## src/rtl/banco_sensores.sv

```systemverilog
// Bank of N debounced sensor inputs: 2-FF synchroniser, strobe-gated stability counter,
// registered edge pulses per channel and a saturating count of aborted transitions.
module banco_sensores #(
  parameter int   N_CANALES      = 2,
  parameter int   CICLOS_ESTABLE = 500000,
  parameter logic NIVEL_REPOSO   = 1'b0
) (
  input  logic                 clk,
  input  logic                 reset,
  input  logic [N_CANALES-1:0] entradas,
  input  logic                 muestreo,
  input  logic                 limpiar_rebotes,
  output logic [N_CANALES-1:0] estables,
  output logic [N_CANALES-1:0] flanco_subida,
  output logic [N_CANALES-1:0] flanco_bajada,
  output logic [15:0]          cuenta_rebotes
);

  localparam int             CW      = $clog2(CICLOS_ESTABLE + 1);
  localparam logic [CW-1:0]  CNT_FIN = CW'(CICLOS_ESTABLE - 1);
  localparam logic [CW-1:0]  CNT_UNO = CW'(1);

  logic [N_CANALES-1:0]         s1_q, s2_q;
  logic [N_CANALES-1:0]         estables_q, estables_d;
  logic [N_CANALES-1:0]         subida_q, subida_d;
  logic [N_CANALES-1:0]         bajada_q, bajada_d;
  logic [N_CANALES-1:0][CW-1:0] cnt_q, cnt_d;
  logic [N_CANALES-1:0]         aborto;
  logic [15:0]                  cuenta_q, cuenta_d;

  always_comb begin
    estables_d = estables_q;
    cnt_d      = cnt_q;
    subida_d   = '0;
    bajada_d   = '0;
    aborto     = '0;
    for (int i = 0; i < N_CANALES; i++) begin
      if (s2_q[i] == estables_q[i]) begin
        // Level fell back before acceptance: a non-zero count means a bounce.
        cnt_d[i]  = '0;
        aborto[i] = (cnt_q[i] != '0);
      end else if (muestreo) begin
        if (cnt_q[i] == CNT_FIN) begin
          estables_d[i] = s2_q[i];
          cnt_d[i]      = '0;
          subida_d[i]   = s2_q[i];
          bajada_d[i]   = ~s2_q[i];
        end else begin
          cnt_d[i] = cnt_q[i] + CNT_UNO;
        end
      end
    end
  end

  always_comb begin
    cuenta_d = cuenta_q;
    if (limpiar_rebotes) begin
      cuenta_d = '0;
    end else if ((|aborto) && (cuenta_q != 16'hFFFF)) begin
      cuenta_d = cuenta_q + 16'd1;
    end
  end

  always_ff @(posedge clk) begin
    if (reset) begin
      s1_q       <= {N_CANALES{NIVEL_REPOSO}};
      s2_q       <= {N_CANALES{NIVEL_REPOSO}};
      estables_q <= {N_CANALES{NIVEL_REPOSO}};
      cnt_q      <= '0;
      subida_q   <= '0;
      bajada_q   <= '0;
      cuenta_q   <= '0;
    end else begin
      s1_q       <= entradas;
      s2_q       <= s1_q;
      estables_q <= estables_d;
      cnt_q      <= cnt_d;
      subida_q   <= subida_d;
      bajada_q   <= bajada_d;
      cuenta_q   <= cuenta_d;
    end
  end

  assign estables       = estables_q;
  assign flanco_subida  = subida_q;
  assign flanco_bajada  = bajada_q;
  assign cuenta_rebotes = cuenta_q;

endmodule

```

## config.mk

```make
export PLATFORM = sky130hd
export DESIGN_NAME = banco_sensores
export DESIGN_NICKNAME = d
export VERILOG_FILES = /design/src/rtl/banco_sensores.sv
export SDC_FILE = /design/constraint.sdc
export NUM_CORES = 1
export LEC_CHECK = 0
export CORE_ASPECT_RATIO = 1.25
export CORE_MARGIN = 10
export CORE_UTILIZATION = 38
export DETAILED_ROUTE_END_ITERATION = 10
export HOLD_SLACK_MARGIN = 0.15
export PLACE_DENSITY = 0.53
export REMOVE_ABC_BUFFERS = 1
export SYNTH_ARGS = -nofsm -noshare
export SYNTH_HDL_FRONTEND = slang
export SYNTH_SLANG_ARGS = --single-unit
```

## constraint.sdc

```tcl
create_clock -name clk -period 2.25 [get_ports clk]
set_input_delay 0.45 -clock clk [delete_from_list [all_inputs] [get_ports clk]]
set_output_delay 0.45 -clock clk [all_outputs]
set_load 0.05 [all_outputs]
```

==> metrics, run 1 <==
Synth Area in XOR/XNOR=0.124; Num CTS Buffers=9; initial antenna violation count=0; synth warn=0; CP delay by family, top=buffers and inverters; Max Cap Viol=0; overall routing resource usage=0.111; minimum clock period=2.10 ns; initial core utilization=0.386; global placement routability congestion=0.769; Tcrit/Tclk final=0.934; area grow syn2layout=23.4%; post-synthesis register bit count=64; max incr delay on CP=0.86 ns; VDD IR-drop max=0.000300 V; Hold Buf Count CTS=0; vias=2463; post-route setup slack=0.148 ns; total congestion overflow=0; chip width=99.1 um; Hold Fails Final Rpt=0; Achievable Freq=0.476 GHz; Cells after Synth=338; synthesized area per cell=8.80 um^2; post-CTS setup buffers=0; root buffer cell=clkbuf_8; most frequent cells in the layout=dfxtp_1 (64), nor2_1 (58), nand2_1 (28); core area=7700 um^2; number of H-tree levels=3; Slew @ Worst Pin=roughly 0.59 ns; Hold Slack=around 0.43 ns; slowest CP cell=clkdlybuf4s50_1; RSZ-0062 raised after global routing=false; Final Setup Violations=0; Syn Std Cell Area=roughly 3000 um^2; antenna viol nets, final=0; WP buf/inv=1; library cells used by synthesis=44; largest net degree at the start of global routing=20; most common library cell in the layout ignoring fill and taps=dfxtp_1; vias per cell=slightly above 5; CTS tree=yes; Num Clock Sinks=between 60 and 70; Slew Viols, Final=0; Worst-Skew Late Latency=0.34 ns; Post-DP HPWL=4710 um; LEAKAGE=1.28 nW; multiplexer share of the synthesized area=0.0202; Pre-Repair DR Iteration Count=4; average wire per standard cell=12.9 um; Clk pin slew, worst setup/hold paths=0.07 ns; drt initial violations=86; Die H=about 120 um; share of layout cells above drive strength 1=0.117; CP Class=flip-flop to output pin; main combinational cell family by area after synthesis=simple AND/OR/NAND/NOR gates; area occupied by multi-input gates=1580 um^2; P per Cell Area=621 nW/um^2; Crit Path Max Fanout=8; DRC=0; fin nets=399; skew final=approximately 0.0093 ns; Max-slew headroom=0.606; diode count=0; crit path launch type=flip-flop; port bufs=27; DRT Wirelength=6310 um; dpl ws=0.0307 ns; post-synthesis sequential area ratio=0.431; Synth Area in Simple Gates=0.303; filler instances=757; CP Data Required Time=1.80 ns; crit path DAT=roughly 1.7 ns; adder and majority gate portion of the synthesized area=0.0210; Crit. End Element=output pin; Total Neg Setup Slack=0 ns; Worst Hold Class=flip-flop to flip-flop; clock buffer depth=2; CTS resizes=0; crit path cell chain=clkdlybuf4s50_1; die area=11800 um^2; outcome=complete, no violations; number of global-route vias before repair=roughly 2400; first-pass GRT wire length=11100 um; post-synthesis compound-gate area fraction=0.0627; Std-Cell Rows=36; I/O pin count=28; register area=1280 um^2
## final timing paths
kind	start	endpoint	slack (ns)	depth (start not counted)
max	cuenta_rebotes[2]	cuenta_rebotes[2]	0.15	1
min	s1_q[0]	s2_q[0]	0.43	1
max reg2reg	cnt_q[5]	cuenta_rebotes[11]	0.32	6
min reg2reg	s1_q[0]	s2_q[0]	0.43	1
## flip-flops by register name (all words and copies together) (netlist names)
register,flops
estables,2
cnt_q,38
cuenta_rebotes,16
s1_q,2
s2_q,2
flanco_bajada,2
flanco_subida,2
## power by group
part	switching, mW	internal [mW]	leakage (nW)
registers	0.00310	1.14	0.516
clock network	0.427	0.654	0.108
logic	0.0318	0.0265	0.661
## synth_stat cells, drive strengths merged
master,instances,area (um^2)
dfxtp,64,1280
a211oi,4,30.0
nor3b,2,15.0
nor4,11,75.1
nand2b,1,6.26
a41o,1,10.0
nand4b,2,17.5
nor2,58,218
xnor2,23,201
nor3,4,20.0
or2,2,12.5
ha,5,62.6
buf,8,68.8
clkbuf,3,11.3
o21a,2,15.0
nor4b,2,30.0
inv,9,33.8
a31oi,1,6.26
or3,4,25.0
mux2i,6,60.1
nand4,14,87.6
nand2,29,116
xor2,19,166
nand3,16,80.1
and2,4,25.0
a21oi,9,48.8
o211ai,1,7.51
o2111ai,1,8.76
or4,3,22.5
nor2b,4,25.0
a31o,2,17.5
o21ai,4,27.5
a21o,2,15.0
and4,5,43.8
and3,13,81.3
## kinds of logic (layout without fill, tap and decap cells)
kind of cell	after synthesis	count (layout)
compound gates	27	27
xor+xnor	42	42
flops	64	64
buf+inv	20	75
mux	6	6
simple gates	174	174
fa+ha+maj	5	5
## layout make-up
class	instances	share of cell area
Multi-Input combinational cell	254	0.430
Clock inverter	3	0.0177
Tap cell	95	0.0324
Clock buffer	13	0.0406
Inverter	9	0.00921
Sequential cell	64	0.349
Timing Repair Buffer	50	0.121
## per-layer routing
metal	vias to the layer above	share of wire	wire, um	GRT usage
met3	11	0.046	293	0.0307
met4	0	0.022	140	0.0610
li1	1270	-	-	-
met5	-	0	0	0
met2	35	0.48	3010	0.180
met1	1147	0.45	2870	0.128
## through the flow
step	cells	util	total power [mW]	area [um^2]
floorplan	327	-	1.19	2890
global placement	472	0.449	1.23	3450
detailed placement	472	0.449	1.23	3450
CTS	488	0.476	2.32	3670
global route	488	0.476	2.36	3670
finish	488	0.476	2.28	3670
Note: power is estimated with default switching activity, not from simulation.
==> run 2, diff against run 1 <==
- SLEW_MARGIN: default -> 5
==> results of run 2 <==
No change in the layout: final DEF, timing and power equal those of run 1.
==> run 3, diff against run 2 <==
- REMOVE_ABC_BUFFERS: 1 -> default
- TNS_END_PERCENT: default -> 10
==> run 3 against run 2 <==
  * First-iteration DRC count fell by 19%
  * Maximum frequency down 0.75%
  * Sequential power about the same
  * Clock power rose by 6%
  * Largest cell class unchanged
  * Highest routed layer unchanged
  * Critical endpoint unchanged
==> metrics, run 3 (synthesis gave the netlist of run 1 again) <==
outcome=complete, no violations; chip width=99.1 um; CP Data Required Time=1.80 ns; Internal=1.88 mW; die area=around 12000 um^2; root buffer cell=clkbuf_8; register area=between 1000 and 1500 um^2; post-route insts no fill=slightly below 500; I/O pin count=28; worst-case reg-to-reg path depth=5; placed cells=roughly 470; NetSw=between 400 and 500 uW; WP buf/inv=1; Design Area, Final=between 3000 and 4000 um^2; drt initial violations=70; number of flip-flops in the largest register=38; skew final=0.0120 ns; Crit Path Max Fanout=8; Gate power share=0.026; Num CTS Buffers=9; FF-to-FF setup slack=0.27 ns; minimum clock period=around 2.1 ns; Worst-Skew Late Latency=0.34 ns; Num Clock Sinks=64; clock buffer depth=2; Max-slew headroom=0.612; Worst Hold Class=flip-flop to flip-flop; Die H=119 um; dpl cell area=3420 um^2; largest reg by FF count=cnt_q; Hold Path Depth=1; most common library cell in the layout ignoring fill and taps=dfxtp_1; Hold Slack=0.448 ns; average wire per standard cell=12.8 um; r2r endpoint=cnt_q[27]; Max Cap Viol=0; port bufs=27; reg2reg start=cnt_q[24]; crit path cell chain=clkdlybuf4s50_1; area occupied by multi-input gates=about 1600 um^2; filler instances=757; Std-Cell Rows=36; DRC=0; antenna viol nets, final=0; Hold EP=s2_q[1]; Clk pwr share=0.488; fin nets=394; Slew @ Worst Pin=0.582 ns; area grow syn2layout=22.8%; first-pass GRT wire length=between 10000 and 15000 um; CP Class=flip-flop to output pin; overall routing resource usage=0.108; max incr delay on CP=between 0.8 and 0.9 ns; Sequential Power Share=0.486; Crit. End Element=output pin; CTS tree=yes; Final Util=0.474; DRT Wirelength=6180 um; syn_nets=349; Achievable Freq=0.472 GHz; number of global-route vias before repair=2348; RSZ-0062 raised after global routing=false; core area=7700 um^2; min-delay src=s1_q[1]; Hold Fails Final Rpt=0; Slew Viols, Final=0; Total Neg Setup Slack=0 ns; Clk pin slew, worst setup/hold paths=0.06 ns; share of layout cells above drive strength 1=0.108; post-CTS setup buffers=0; total congestion overflow=0; Tcrit/Tclk final=0.941; number of H-tree levels=3; CTS resizes=0; vias=between 2000 and 2500; diode count=0; slowest CP cell=clkdlybuf4s50_1; largest net degree at the start of global routing=20; initial core utilization=0.386; global placement routability congestion=a little over 0.8; most frequent cells in the layout=dfxtp_1 (64), nor2_1 (58), nand2_1 (28); Hold Buf Count CTS=0; vias per cell=~5; Final Setup Violations=0; CP delay by family, top=buffers and inverters; Post-DP HPWL=between 4000 and 5000 um; Switching Share=0.198; P per Cell Area=642 nW/um^2; VDD IR-drop max=0.000262 V; crit path DAT=1.67 ns; LEAKAGE=roughly 1.3 nW; Pre-Repair DR Iteration Count=4; initial antenna violation count=0; crit path launch type=flip-flop
-- run 3: how the worst max path moves through the flow --
stage | from | to | slack [ns] | cells after the start
2_1_floorplan | cuenta_rebotes[0] | cuenta_rebotes[2] | 0.05 | 8
5_1_grt | cuenta_rebotes[2] | cuenta_rebotes[2] | 0.07 | 1
6_report | cuenta_rebotes[2] | cuenta_rebotes[2] | 0.13 | 1
3_5_place_dp | muestreo | cnt_q[37] | -0.04 | 6
4_1_cts | cuenta_rebotes[2] | cuenta_rebotes[2] | 0.11 | 1
3_3_place_gp | muestreo | cnt_q[37] | 0.02 | 6
-- run 3: layout make-up --
cell class | instances | area share
sequential | 64 | 0.351
inverter | 9 | 0.00926
clock inverter | 2 | 0.0165
tap | 95 | 0.0326
clock buffer | 14 | 0.0473
timing repair buffer | 45 | 0.111
multi-input combinational | 254 | 0.432
-- run 3: per-stage QoR --
stage               setup slack [ns]  power, mW
finish                         0.132       2.34
global placement              0.0193       1.23
global route                  0.0701       2.44
detailed placement           -0.0442       1.23
floorplan                     0.0484       1.20
CTS                            0.108       2.38
-- run 3: per-layer routing --
metal,up-vias,part of all wire,GRT usage
met5,-,0,0
met3,8,0.036,0.0324
li1,1256,-,-
met2,32,0.46,0.174
met1,1128,0.48,0.130
met4,0,0.018,0.0494
-- run 3: power by group through the flow --
stage | Clock (mW) | Combinational, mW | Sequential [mW]
5_1_grt | 1.23 | 0.0670 | 1.14
6_report | 1.15 | 0.0599 | 1.14
2_1_floorplan | 0 | 0.0362 | 1.17
3_3_place_gp | 0 | 0.0600 | 1.17
4_1_cts | 1.18 | 0.0608 | 1.14
3_5_place_dp | 0 | 0.0607 | 1.17
